$ cat src/rtl/agc_pkg.sv
// Shared definitions for the AGC gain-apply block: default widths, the unity-gain word and the FSM state type.
package agc_pkg;

    localparam int AGC_DWIDTH_DEF  = 16;
    localparam int AGC_GWIDTH_DEF  = 48;
    localparam int AGC_GSHIFT_DEF  = 12;
    localparam int AGC_GBITS_DEF   = 18;
    localparam int AGC_GFRAC_DEF   = 14;
    localparam int AGC_AWIDTH_DEF  = 30;
    localparam int AGC_BLANK_N_DEF = 4;

    // 1.0 in the default unsigned Q(GBITS-GFRAC).GFRAC gain format
    localparam logic [AGC_GBITS_DEF-1:0] AGC_UNITY_GAIN = 18'h04000;

    typedef enum logic [1:0] {
        IDLE   = 2'd0,
        RUN    = 2'd1,
        BLANK  = 2'd2,
        FREEZE = 2'd3
    } agc_state_t;

endpackage

$ cat src/rtl/agc_sat_round.sv
// Round-half-up, arithmetic right shift by GFRAC and saturation of the gained product to DWIDTH.
module agc_sat_round #(
    parameter int PWIDTH = 35,
    parameter int DWIDTH = 16,
    parameter int GFRAC  = 14
) (
    input  logic signed [PWIDTH-1:0] i_prod,
    input  logic                     i_valid,
    output logic signed [DWIDTH-1:0] o_data,
    output logic                     o_sat
);

    localparam int SWIDTH  = PWIDTH + 1;
    localparam int SHWIDTH = SWIDTH - GFRAC;

    localparam logic signed [SWIDTH-1:0] RND =
        {{(SWIDTH-GFRAC){1'b0}}, 1'b1, {(GFRAC-1){1'b0}}};
    localparam logic signed [DWIDTH-1:0] DMAX = {1'b0, {(DWIDTH-1){1'b1}}};
    localparam logic signed [DWIDTH-1:0] DMIN = {1'b1, {(DWIDTH-1){1'b0}}};

    logic signed [SWIDTH-1:0]  w_sum;
    logic signed [SHWIDTH-1:0] w_shift;
    logic [SHWIDTH-DWIDTH:0]   w_hi;
    logic                      w_pos_ovf;
    logic                      w_neg_ovf;
    logic                      w_unused_frac;

    // One guard bit keeps the rounding add from wrapping at the product extremes
    assign w_sum   = {i_prod[PWIDTH-1], i_prod} + RND;
    assign w_shift = w_sum[SWIDTH-1:GFRAC];
    assign w_unused_frac = ^w_sum[GFRAC-1:0];

    assign w_hi      = w_shift[SHWIDTH-1:DWIDTH-1];
    assign w_pos_ovf = ~w_shift[SHWIDTH-1] & (|w_hi);
    assign w_neg_ovf =  w_shift[SHWIDTH-1] & ~(&w_hi);

    always_comb begin
        o_data = w_shift[DWIDTH-1:0];
        if (w_pos_ovf) begin
            o_data = DMAX;
        end else if (w_neg_ovf) begin
            o_data = DMIN;
        end
    end

    assign o_sat = i_valid & (w_pos_ovf | w_neg_ovf);

endmodule

$ cat src/rtl/agc_gain_apply.sv
// AGC gain application: 3-stage gained/saturated sample path plus a level stage gated by a blanking FSM.
// Optional macro AGC_SAT_CNT_EN enables the 16-bit saturation event counter (sat_cnt reads 0 otherwise).
module agc_gain_apply
    import agc_pkg::*;
#(
    parameter int DWIDTH  = AGC_DWIDTH_DEF,
    parameter int GWIDTH  = AGC_GWIDTH_DEF,
    parameter int GSHIFT  = AGC_GSHIFT_DEF,
    parameter int GBITS   = AGC_GBITS_DEF,
    parameter int GFRAC   = AGC_GFRAC_DEF,
    parameter int AWIDTH  = AGC_AWIDTH_DEF,
    parameter int BLANK_N = AGC_BLANK_N_DEF
) (
    input  logic                     clk,
    input  logic                     rst_n,
    input  logic signed [DWIDTH-1:0] din,
    input  logic                     din_valid,
    input  logic signed [GWIDTH-1:0] gain_in,
    input  logic                     gain_valid,
    input  logic                     freeze,
    output logic signed [DWIDTH-1:0] dout,
    output logic                     dout_valid,
    output logic        [AWIDTH-1:0] level_out,
    output logic                     level_valid,
    output logic                     sat_flag,
    output logic        [15:0]       sat_cnt
);

    localparam int PWIDTH = DWIDTH + GBITS + 1;
    localparam int CWIDTH = (BLANK_N < 2) ? 1 : $clog2(BLANK_N + 1);
    localparam logic [GBITS-1:0] UNITY = {{(GBITS-GFRAC-1){1'b0}}, 1'b1, {GFRAC{1'b0}}};
    localparam logic [GBITS-1:0] GMAX  = {GBITS{1'b1}};

    logic        [GBITS-1:0]  r_g;
    logic signed [DWIDTH-1:0] r_din;
    logic                     r_s1_valid;
    logic signed [PWIDTH-1:0] r_prod;
    logic                     r_s2_valid;
    logic signed [DWIDTH-1:0] r_dout;
    logic                     r_dout_valid;
    logic                     r_sat_flag;
    logic        [AWIDTH-1:0] r_level;
    logic                     r_level_valid;
    agc_state_t               r_state;
    logic        [CWIDTH-1:0] r_blank_cnt;

    logic                     w_gain_accept;
    logic        [GBITS-1:0]  w_gain_next;
    logic signed [PWIDTH-1:0] w_din_ext;
    logic signed [PWIDTH-1:0] w_gain_ext;
    logic signed [PWIDTH-1:0] w_prod;
    logic signed [DWIDTH-1:0] w_round;
    logic                     w_sat;
    logic signed [DWIDTH:0]   w_dout_ext;
    logic        [DWIDTH:0]   w_abs;
    logic        [AWIDTH-1:0] w_level;
    logic                     w_unused_gain_lsbs;

    assign w_gain_accept      = gain_valid & ~freeze;
    assign w_unused_gain_lsbs = ^gain_in[GSHIFT-1:0];

    // Negative loop words clamp to zero gain, anything above the field clamps to full scale
    always_comb begin
        w_gain_next = gain_in[GSHIFT+GBITS-1:GSHIFT];
        if (gain_in[GWIDTH-1]) begin
            w_gain_next = '0;
        end else if (|gain_in[GWIDTH-2:GSHIFT+GBITS]) begin
            w_gain_next = GMAX;
        end
    end

    always_ff @(posedge clk or negedge rst_n) begin
        if (!rst_n) begin
            r_g <= UNITY;
        end else if (w_gain_accept) begin
            r_g <= w_gain_next;
        end
    end

    // Gain is zero-extended by one bit so the multiply stays signed
    assign w_din_ext  = {{(GBITS+1){r_din[DWIDTH-1]}}, r_din};
    assign w_gain_ext = {{DWIDTH{1'b0}}, 1'b0, r_g};
    assign w_prod     = w_din_ext * w_gain_ext;

    agc_sat_round #(
        .PWIDTH (PWIDTH),
        .DWIDTH (DWIDTH),
        .GFRAC  (GFRAC)
    ) u_sat_round (
        .i_prod  (r_prod),
        .i_valid (r_s2_valid),
        .o_data  (w_round),
        .o_sat   (w_sat)
    );

    always_ff @(posedge clk or negedge rst_n) begin
        if (!rst_n) begin
            r_din        <= '0;
            r_s1_valid   <= 1'b0;
            r_prod       <= '0;
            r_s2_valid   <= 1'b0;
            r_dout       <= '0;
            r_dout_valid <= 1'b0;
            r_sat_flag   <= 1'b0;
        end else begin
            r_s1_valid   <= din_valid;
            r_s2_valid   <= r_s1_valid;
            r_dout_valid <= r_s2_valid;
            if (din_valid) begin
                r_din <= din;
            end
            if (r_s1_valid) begin
                r_prod <= w_prod;
            end
            if (r_s2_valid) begin
                r_dout <= w_round;
            end
            if (w_sat) begin
                r_sat_flag <= 1'b1;
            end
        end
    end

`ifdef AGC_SAT_CNT_EN
    logic [15:0] r_sat_cnt;

    always_ff @(posedge clk or negedge rst_n) begin
        if (!rst_n) begin
            r_sat_cnt <= '0;
        end else if (w_sat && (r_sat_cnt != 16'hFFFF)) begin
            r_sat_cnt <= r_sat_cnt + 16'd1;
        end
    end

    assign sat_cnt = r_sat_cnt;
`else
    assign sat_cnt = 16'd0;
`endif

    // -2^(DWIDTH-1) needs the extra bit to become +2^(DWIDTH-1)
    assign w_dout_ext = {r_dout[DWIDTH-1], r_dout};
    assign w_abs      = r_dout[DWIDTH-1] ? (-w_dout_ext) : w_dout_ext;
    assign w_level    = {{(AWIDTH-DWIDTH-1){1'b0}}, w_abs};

    // r_dout_valid marks the sample entering the level stage on this edge
    always_ff @(posedge clk or negedge rst_n) begin
        if (!rst_n) begin
            r_state       <= IDLE;
            r_blank_cnt   <= '0;
            r_level       <= '0;
            r_level_valid <= 1'b0;
        end else begin
            r_level_valid <= 1'b0;
            if (r_dout_valid && (r_state != BLANK)) begin
                r_level       <= w_level;
                r_level_valid <= 1'b1;
            end
            unique case (r_state)
                IDLE: begin
                    if (din_valid) begin
                        r_state <= freeze ? FREEZE : RUN;
                    end
                end
                RUN: begin
                    if (freeze) begin
                        r_state <= FREEZE;
                    end else if (w_gain_accept) begin
                        r_state     <= BLANK;
                        r_blank_cnt <= CWIDTH'(BLANK_N);
                    end
                end
                BLANK: begin
                    if (freeze) begin
                        r_state <= FREEZE;
                    end else if (w_gain_accept) begin
                        r_blank_cnt <= CWIDTH'(BLANK_N);
                    end else if (r_dout_valid) begin
                        r_blank_cnt <= r_blank_cnt - CWIDTH'(1);
                        if (r_blank_cnt <= CWIDTH'(1)) begin
                            r_state <= RUN;
                        end
                    end
                end
                FREEZE: begin
                    if (!freeze) begin
                        if (w_gain_accept) begin
                            r_state     <= BLANK;
                            r_blank_cnt <= CWIDTH'(BLANK_N);
                        end else begin
                            r_state <= RUN;
                        end
                    end
                end
                default: r_state <= IDLE;
            endcase
        end
    end

    assign dout        = r_dout;
    assign dout_valid  = r_dout_valid;
    assign level_out   = r_level;
    assign level_valid = r_level_valid;
    assign sat_flag    = r_sat_flag;

endmodule
$ cat config.mk
export PLATFORM = sky130hd
export DESIGN_NAME = agc_gain_apply
export DESIGN_NICKNAME = d
export VERILOG_FILES = /design/src/rtl/agc_pkg.sv /design/src/rtl/agc_sat_round.sv /design/src/rtl/agc_gain_apply.sv
export SDC_FILE = /design/constraint.sdc
export NUM_CORES = 1
export LEC_CHECK = 0
export CAP_MARGIN = 20
export CORE_UTILIZATION = 40
export CTS_CLUSTER_SIZE = 8
export DETAILED_ROUTE_END_ITERATION = 7
export PLACE_DENSITY = 0.64
export SLEW_MARGIN = 20
export SYNTH_ARGS = -nofsm -noshare
export SYNTH_HDL_FRONTEND = slang
export SYNTH_SLANG_ARGS = --single-unit
$ cat constraint.sdc
create_clock -name clk -period 7.2 [get_ports clk]
set_input_delay 1.8 -clock clk [delete_from_list [all_inputs] [get_ports clk]]
set_output_delay 1.8 -clock clk [all_outputs]
set_load 0.005 [all_outputs]
==> flow_summary.json <==
{
  "status": "finished with violations",
  "violations": "DRC",
  "finalCritPeriodShare_pct": 94.6,
  "fin_ws_ps": 388,
  "placed_area_sq_mm": 0.0158,
  "clkSinkCount": 99,
  "holdPathStages": 1,
  "ys_ff_latch": 99,
  "port_buffers": 92,
  "yosysMostFrequentCell": "inv_1",
  "hpwl_microns": 26600,
  "antenna_found_initial": 1,
  "cts_setup_buffers": 0,
  "start_util_pct": 40.8,
  "finalSetupViolations": 0,
  "drv_slew": 0,
  "die_area_sq_mm": 0.0372,
  "cts_inserted_buffers": 9,
  "gp_congestion": 0.895,
  "coreArea_sq_mm": 0.0357,
  "cp_slowest_cell": "dfrtp_1",
  "worst_slew_pin_slew_ps": 950,
  "crit_path_start_kind": "register",
  "routed_via_density": 5.07,
  "post_cts_resized": 0,
  "grt_max_degree": 54,
  "netlist_instances": 1605,
  "r2r_cells": 19,
  "yosys_warnings": 0,
  "setup_tns_ps": 0,
  "final-hold-violation-count": 0,
  "cts_tree": "built",
  "path_clk_slew_ps": 90,
  "area_growth_pct": 10.6,
  "nFillCells": 3484,
  "die_w_microns": 193,
  "first_iter_violations": 447,
  "timing.rr.end": "r_prod[33]",
  "holdWs_ps": 469,
  "avgSynthCellArea_sq_um": 9.07,
  "holdCritStartpoint": "sat_flag",
  "clockBufferDepth": 2,
  "dr_total_vias": 10800,
  "syn_area_sq_mm": 0.0146,
  "rsz0062_at_grt": "no",
  "h-tree-depth": 3,
  "clock_latency_ps": 390,
  "yosysTopAreaCellShare_pct": 30.4,
  "drv_cap": 0,
  "fp-row-count": 69,
  "wire_per_inst_microns": 15.5,
  "synth_top_area_cell": "fa_1",
  "synth.distinct_cells": 73,
  "required_ps": 7440,
  "critical_path.max_stage_delay_ps": 660,
  "drtAntennaViolNets": 0,
  "hold_path.class": "register to register",
  "grt_pass1_vias": 11200,
  "slew_headroom_pct": 36.5,
  "max_clock_freq_mhz": 147,
  "min_to": "sat_flag",
  "synth-edff-count": 0,
  "track_usage_pct": 19.0,
  "final_area_sq_mm": 0.0161,
  "layout_min_cycle_time_ps": 6810,
  "grt_overflow": 0,
  "synth_flop_cell": "dfrtp_1",
  "grt_first_pass_wirelength_microns": 55600,
  "drc": 10,
  "path_cells": "and2_1 > fa_1 > inv_1 > fa_1 > fa_1 > fa_1 > inv_1 > fa_1 > inv_1 > fa_1 > inv_1 > ha_1 > a21oi_1 > o21ai_0 > a211oi_1 > o2111ai_1 > and3_1 > o311ai_0 > o211ai_1",
  "ys_seq_area_share_pct": 17.0,
  "die_h_microns": 193,
  "fin_nets": 2071,
  "cp.arrival_ps": 7050,
  "dp_slack_ps": 496,
  "async_flop_share_pct": 100,
  "cts-root-buf": "clkbuf_16",
  "critPathMaxFanout": 17,
  "drt-pass1-iter-count": 7,
  "drive_gt1_share_pct": 5.67,
  "ys_top_cells_by_area": "fa_1 (30%), dfrtp_1 (17%), ha_1 (11%), inv_1 (7.5%), nand2_1 (6.0%)",
  "ff2ff_setup_slack_ps": 390,
  "routed_wl_microns": 32900,
  "synthTopCellsByCount": "inv_1 (290), nand2_1 (231), fa_1 (221)",
  "io_pins": 134,
  "critical_path_class": "register to register",
  "finalClockSkew_ps": 23.0,
  "critPathCaptureType": "register",
  "cts_hold_buf": 0,
  "worstReg2RegStart": "r_g[5]",
  "cp_common_cell": "fa_1"
}
## metal layers
layer  track usage (%)  wire length, microns  vias to the layer above
li1                  -                     -                     5062
met1              24.3                 14100                     5512
met2              33.7                 17200                      163
met3              2.42                  1060                       27
met4              4.69                   478                        0
met5                 0                     0                        -
## final cells by class
cell class	count	area [sq um]	area share [%]
clock inverter	7	86.3	0.536
tap	461	577	3.58
antenna	1	2.50	0.0155
sequential	99	2480	15.4
clock buffer	9	225	1.40
multi-input combinational	1138	10500	65.5
timing repair buffer	116	1100	6.82
inverter	290	1090	6.76
## worst max path at each step
stage,start,to,slack (ps),cells past startpoint
finish,r_g[5],r_prod[33],390,19
global route,r_din[15],r_prod[32],120,18
CTS,r_g[5],r_prod[33],450,19
detailed placement,r_g[5],r_prod[33],500,19
global placement,r_g[5],r_prod[31],560,19
floorplan,r_din[7],r_prod[31],1040,22
## layout by cell type, fill, tap and decap left out, types with 32 or more instances in the layout
cell / n
nor2_1: 56
o21ai_0: 54
o31ai_1: 32
fa_1: 221
inv_1: 290
clkdlybuf4s50_1: 91
nand2_1: 231
ha_1: 127
and2_1: 132
dfrtp_1: 98
## state kept, by name, summed over array words and instances (netlist names)
name / count
r_din: 16
r_prod: 22
dout: 16
level_out: 17
r_g: 18
level_valid: 1
sat_flag: 1
dout_valid: 1
r_state: 2
r_s2_valid: 1
r_blank_cnt: 3
r_s1_valid: 1
## per-stage QoR
| step | std cells | util (%) |
|---|---|---|
| floorplan | 1633 | - |
| global placement | 2104 | 44.3 |
| detailed placement | 2104 | 44.3 |
| CTS | 2120 | 45.1 |
| global route | 2120 | 45.1 |
| finish | 2121 | 45.2 |
## logic make-up (layout without fill, tap and decap cells)
group,count (synthesis),count (layout),share of synthesized area (%)
AO/OA/AOI/OAI,187,187,8.78
XOR/XNOR,38,38,2.29
adder cells (fa/ha/maj),348,348,41.3
buffers and inverters,396,422,11.3
flip-flops,99,99,17.0
multiplexers,28,28,2.11
other,1,30,0.0258
AND/OR/NAND/NOR,508,508,17.2
## worst max-delay path: cells and delay by family, from the launching register on
kind | cells | cell delay, ps
AND/OR/NAND/NOR | 2 | 580
flip-flops | 1 | 660
buffers and inverters | 4 | 220
AO/OA/AOI/OAI | 6 | 1790
adder cells (fa/ha/maj) | 7 | 3420
Power is left out: the tool's default activity adds up to more than one toggle a clock period on the data nets, which glitch-free logic cannot reach.
